`src/rtl/spram_stress_engine.sv`:
```
// SPRAM traffic generator and checker. It drives LFSR flood traffic or write/read-back verify
// passes into NUM_BANKS banks, and duty-cycle gating gives repeatable power steps.
module spram_stress_engine #(
  parameter int          NUM_BANKS  = 4,
  parameter int          ADDR_WIDTH = 14,
  parameter int          DATA_WIDTH = 16,
  parameter int          DUTY_BITS  = 4,
  parameter logic [31:0] SEED       = 32'hACE1_2468
) (
  input  logic                            clk,
  input  logic                            reset,
  input  logic                            enable,
  input  logic [1:0]                      mode,
  input  logic [DUTY_BITS-1:0]            duty,
  output logic [ADDR_WIDTH-1:0]           ram_address,
  output logic [DATA_WIDTH-1:0]           ram_datain,
  output logic [NUM_BANKS-1:0]            ram_wren,
  output logic [NUM_BANKS-1:0]            ram_chipselect,
  input  logic [NUM_BANKS*DATA_WIDTH-1:0] ram_dataout,
  output logic                            busy,
  output logic                            error_flag,
  output logic [15:0]                     error_count,
  output logic [15:0]                     pass_count,
  output logic                            activity
);

  typedef enum logic [2:0] {
    S_IDLE   = 3'd0,
    S_WFLOOD = 3'd1,
    S_RFLOOD = 3'd2,
    S_QUIET  = 3'd3,
    S_VWRITE = 3'd4,
    S_VREAD  = 3'd5,
    S_VDRAIN = 3'd6
  } state_t;

  localparam logic [31:0]           TAPS      = 32'h8020_0003;
  localparam logic [ADDR_WIDTH-1:0] ADDR_LAST = {ADDR_WIDTH{1'b1}};
  localparam logic [DUTY_BITS-1:0]  DUTY_FULL = {DUTY_BITS{1'b1}};

  // Galois step for x^32+x^22+x^2+x+1, shifting toward bit 0
  function automatic logic [31:0] lfsr_step(input logic [31:0] v);
    lfsr_step = {1'b0, v[31:1]} ^ (v[0] ? TAPS : 32'h0000_0000);
  endfunction

  state_t                  state, next_state;
  logic [DUTY_BITS-1:0]    duty_sh;
  logic [DUTY_BITS-1:0]    phase;
  logic [31:0]             lfsr;
  logic [ADDR_WIDTH-1:0]   addr;
  logic                    exp_valid;
  logic [DATA_WIDTH-1:0]   exp_data;
  logic                    active, flood;
  logic                    cs_on, we_on, step, sweep, reload, launch, pass_done;
  logic [3:0]              miss_n;
  logic [16:0]             err_sum;

  assign active = (duty_sh == DUTY_FULL) || (phase < duty_sh);
  assign flood  = (state == S_WFLOOD) || (state == S_RFLOOD);
  assign busy   = (state != S_IDLE);

  assign ram_chipselect = {NUM_BANKS{cs_on}};
  assign ram_wren       = {NUM_BANKS{we_on}};
  assign ram_address    = !busy ? {ADDR_WIDTH{1'b0}} : (flood ? lfsr[ADDR_WIDTH+15:16] : addr);
  assign ram_datain     = !busy ? {DATA_WIDTH{1'b0}} : lfsr[DATA_WIDTH-1:0];
  assign activity       = busy & (^lfsr);

  // Next-state and per-cycle bus controls; dropping enable idles the bus at once
  always_comb begin
    next_state = state;
    cs_on      = 1'b0;
    we_on      = 1'b0;
    step       = 1'b0;
    sweep      = 1'b0;
    reload     = 1'b0;
    launch     = 1'b0;
    pass_done  = 1'b0;
    case (state)
      S_IDLE: begin
        if (enable) begin
          reload = 1'b1;
          case (mode)
            2'd0:    next_state = S_WFLOOD;
            2'd1:    next_state = S_RFLOOD;
            2'd2:    next_state = S_VWRITE;
            2'd3:    next_state = S_QUIET;
            default: next_state = S_IDLE;
          endcase
        end else begin
          next_state = S_IDLE;
        end
      end
      S_WFLOOD, S_RFLOOD: begin
        if (!enable) begin
          next_state = S_IDLE;
        end else if (active) begin
          cs_on = 1'b1;
          we_on = (state == S_WFLOOD);
          step  = 1'b1;
        end else begin
          cs_on = 1'b0;
        end
      end
      S_QUIET: begin
        if (!enable) next_state = S_IDLE;
        else         next_state = S_QUIET;
      end
      S_VWRITE, S_VREAD: begin
        if (!enable) begin
          next_state = S_IDLE;
        end else if (active) begin
          cs_on  = 1'b1;
          we_on  = (state == S_VWRITE);
          launch = (state == S_VREAD);
          step   = 1'b1;
          sweep  = 1'b1;
          if (addr == ADDR_LAST) begin
            next_state = (state == S_VWRITE) ? S_VREAD : S_VDRAIN;
            reload     = (state == S_VWRITE);
          end else begin
            next_state = state;
          end
        end else begin
          cs_on = 1'b0;
        end
      end
      S_VDRAIN: begin
        if (!enable) begin
          next_state = S_IDLE;
        end else begin
          pass_done  = 1'b1;
          reload     = 1'b1;
          next_state = S_VWRITE;
        end
      end
      default: next_state = S_IDLE;
    endcase
  end

  // Per-bank miscompare count against the expected word, and saturating sum
  always_comb begin
    miss_n = 4'd0;
    for (int b = 0; b < NUM_BANKS; b++) begin
      if (ram_dataout[b*DATA_WIDTH +: DATA_WIDTH] != exp_data) miss_n = miss_n + 4'd1;
      else                                                     miss_n = miss_n;
    end
    err_sum = {1'b0, error_count} + {13'd0, miss_n};
  end

  // State, pattern generators, read-latency pipeline and result counters
  always_ff @(posedge clk or posedge reset) begin
    if (reset) begin
      state       <= S_IDLE;
      duty_sh     <= {DUTY_BITS{1'b0}};
      phase       <= {DUTY_BITS{1'b0}};
      lfsr        <= SEED;
      addr        <= {ADDR_WIDTH{1'b0}};
      exp_valid   <= 1'b0;
      exp_data    <= {DATA_WIDTH{1'b0}};
      error_flag  <= 1'b0;
      error_count <= 16'h0000;
      pass_count  <= 16'h0000;
    end else begin
      state <= next_state;
      if (!busy && enable) duty_sh <= duty;
      phase <= busy ? phase + DUTY_BITS'(1) : {DUTY_BITS{1'b0}};
      if (reload)    lfsr <= SEED;
      else if (step) lfsr <= lfsr_step(lfsr);
      if (reload)     addr <= {ADDR_WIDTH{1'b0}};
      else if (sweep) addr <= addr + ADDR_WIDTH'(1);
      // Expected word trails the read by one cycle, matching SPRAM read latency
      exp_valid <= launch;
      if (launch) exp_data <= lfsr[DATA_WIDTH-1:0];
      if (exp_valid && enable) begin
        error_count <= err_sum[16] ? 16'hFFFF : err_sum[15:0];
        if (miss_n != 4'd0) error_flag <= 1'b1;
      end
      if (pass_done) pass_count <= pass_count + 16'd1;
    end
  end

endmodule

```
`config.mk`:
```
export PLATFORM = sky130hd
export DESIGN_NAME = spram_stress_engine
export DESIGN_NICKNAME = d
export VERILOG_FILES = /design/src/rtl/spram_stress_engine.sv
export SDC_FILE = /design/constraint.sdc
export NUM_CORES = 1
export LEC_CHECK = 0
export CAP_MARGIN = 20
export CORE_MARGIN = 3
export CORE_UTILIZATION = 30
export CTS_BUF_LIST = sky130_fd_sc_hd__clkbuf_8
export DETAILED_ROUTE_END_ITERATION = 7
export DONT_BUFFER_PORTS = 1
export GPL_TIMING_DRIVEN = 0
export PLACE_DENSITY = 0.54
export SLEW_MARGIN = 10
export SYNTH_ARGS = -nofsm -noshare
export SYNTH_HDL_FRONTEND = slang
export SYNTH_SLANG_ARGS = --single-unit
```
`constraint.sdc`:
```
create_clock -name clk -period 6.2 [get_ports clk]
set_input_delay 1.86 -clock clk [delete_from_list [all_inputs] [get_ports clk]]
set_output_delay 1.86 -clock clk [all_outputs]
set_load 0.02 [all_outputs]
```
==> results.cfg <==
[status]
outcome = complete, no violations

[global_routing]
antenna_found_initial = 0
grt_pass1_wl_um = 26830
grtUsageMet2 = 0.2379
use_met3 = 0.04587
grt_pass1_vias = 4740
grt_use_met1 = 0.1819
grt_max_degree = 58
top_usage_layer = met2
grt_usage = 0.1426
grt_overflow = 0

[placed_design]
portBuffers = 0
dp_hpwl_um = 13020
place_congestion = 0.8261

[synth]
synth_edf_count = 0
synth-main-ff-cell = dfrtp_1
synth_top_area_frac = 0.3613
yosys_warnings = 0
yosys.area.top_type = dfrtp_1
synth.most_common_cell = nand2_1
synth_fp_nets = 784
synth_common_cells = nand2_1, dfrtp_1, xor2_1
syn_area_per_cell_um2 = 9.396
async_reset_ff_frac = 1.000
syn_inst = 693
syn_area_um2 = 6511
yosysSeqAreaShare = 0.4137
synth_area_leaders = dfrtp_1, xor2_1, xnor2_1
synthDistinctLibCells = 50
synth_seq_cells = 107

[finish]
diodes = 0
drive_gt1_frac = 0.1085
layout.nets = 796
area_growth_pct = 9.224

[pwr]
worst_ir_drop_vdd_mv = 0.3315
power.leakage_nw = 3.313
cellPowerDensity_nw_per_um2 = 412.2
power_w = 0.002931

[setup_path]
crit_path_end_kind = flip-flop
worstPathMaxFanout = 10
timing.setup.critical_path_class = in2reg
startpoint_type = input pin
arrival_ns = 5.79
crit_required_ns = 6.51

[clock_network]
cts_buffer_depth = 2
cts_buffers = 9
cts_tree = built
cts-root-buf = clkbuf_8
clock_sinks = 107
htree_levels = 3
cts.hold.buffers_added = 0
cts_resized = 0
insertion_delay_ns = 0.39
cts_setup_buffers = 0
path_clk_slew_ns = 0.11

[sta]
rsz0062_at_grt = false
finalMaxSlewViolations = 0
worst_slew_pin_slew_ns = 0.8979
period_needed_ns = 5.481
hold_viol_final = 0
min_period_over_period = 0.8840
slew_headroom = 0.3968
fin_skew_ns = 0.01746
setup_tns_ns = 0
setup_viol = 0
max_freq_ghz = 0.1825

[floorplanning]
io_pins = 146
initial_core_util = 0.3078
floorplan.die_area_um2 = 23510
chipWidth_um = 153.3
coreArea_um2 = 21150
rows = 53
dieHeight_um = 153.3

[routing]
drtAntennaViolNets = 0
drt_first_pass_iters = 4
wire_per_inst_um = 17.17
vias_per_cell = 4.854
first_iter_violations = 217
vias = 4781
post-route-drc-count = 0
drt_wl_total_um = 16910

[worst_hold_path]
hold_class = reg2reg

[run]
maxCapViolCount = 0
## per-layer routing
layer	share of wire	wire length, um	up-vias
met5	0	0	-
met4	0.013	225	0
met3	0.069	1167	14
met2	0.47	8020	136
met1	0.44	7499	2319
li1	-	-	2312
## state kept, by name (all words and copies together) (netlist names)
register	flops
phase	4
lfsr	32
state	3
error_flag	1
pass_count	16
exp_valid	1
exp_data	16
error_count	16
addr	14
duty_sh	4
## power breakdown
| part | total (W) | internal, W | switching (W) |
|---|---|---|---|
| sequential | 0.00107 | 0.000880 | 0.000192 |
| clock | 0.000492 | 0.000230 | 0.000261 |
| combinational | 0.00137 | 0.000593 | 0.000774 |
## kinds of logic after synthesis
logic type | after synthesis | synth area share
XOR/XNOR | 137 | 0.1864
AND/OR/NAND/NOR | 266 | 0.1985
buffers and inverters | 65 | 0.04554
adder cells (fa/ha/maj) | 18 | 0.03574
multiplexers | 28 | 0.05227
AO/OA/AOI/OAI | 71 | 0.06726
other | 1 | 0.0005759
flip-flops | 107 | 0.4137
## path summary, 6_finish.rpt
check	startpoint	endpoint	slack (ns)	depth (start not counted)
setup reg to reg	exp_data[9]$_DFFE_PP0P_	error_count[3]$_DFFE_PP0P_	1.53	17
hold reg to reg	phase[0]$_DFF_PP0_	phase[0]$_DFF_PP0_	0.50	1
hold / removal	phase[0]$_DFF_PP0_	phase[0]$_DFF_PP0_	0.50	1
max in group asynchronous	reset	lfsr[13]$_DFFE_PP1P_	4.15	2
min in group asynchronous	reset	pass_count[9]$_DFFE_PP0P_	1.34	1
setup / recovery	ram_dataout[9]	error_count[3]$_DFFE_PP0P_	0.72	16
## cell type report
| class | count | area, um2 |
|---|---|---|
| fillers | 2195 | 14040 |
| multi-input cells | 521 | 3521 |
| flip-flops and latches | 107 | 2694 |
| well taps | 275 | 344.1 |
| plain buffers | 49 | 236.5 |
| clock buffers | 9 | 123.9 |
| clock inverters | 7 | 100.1 |
| inverters | 16 | 65.06 |
| repair buffers | 1 | 27.53 |
## worst max-delay path, cell delays in order
cell and delay (ns):
xor2_1 0.15, nor4_1 0.49, and4_1 0.30, ha_1 0.28, xor2_1 0.20, ha_1 0.32, nand2_1 0.06, and2_1 0.18
fa_1 0.41, nor2b_1 0.15, o21ai_0 0.09, nand2b_1 0.15, nand2b_1 0.20, or3_1 0.49, clkbuf_1 0.29, o211ai_1 0.16
## layout by cell type (no fill, tap or decap), types with 13 or more instances in the layout
cell      count
nand2_1     102
dfrtp_1      94
xor2_1       89
xnor2_1      47
nor2_1       39
nand3_1      34
a21oi_1      30
clkbuf_1     26
and2_1       20
ha_1         17
nor4_1       16
inv_1        15
o21ai_0      15
nand4_1      13
dfstp_2      13
## per-stage QoR
| stage | std cells | hold WS (ns) | cell area [um2] | setup slack [ns] | util |
|---|---|---|---|---|---|
| final | 985 | 0.5021 | 7112 | 0.7194 | 0.3362 |
| after global routing | 985 | 0.5334 | 7112 | 0.4208 | 0.3362 |
| after CTS | 985 | 0.5039 | 7112 | 0.7336 | 0.3362 |
| after detailed placement | 969 | 0.4884 | 6888 | 0.3085 | 0.3256 |
| after global placement | 968 | 0.4839 | 6855 | 0.07283 | 0.3241 |
| after floorplan | 693 | 0.4454 | 6511 | 1.126 | - |
Power figures use the tool's default switching activity.
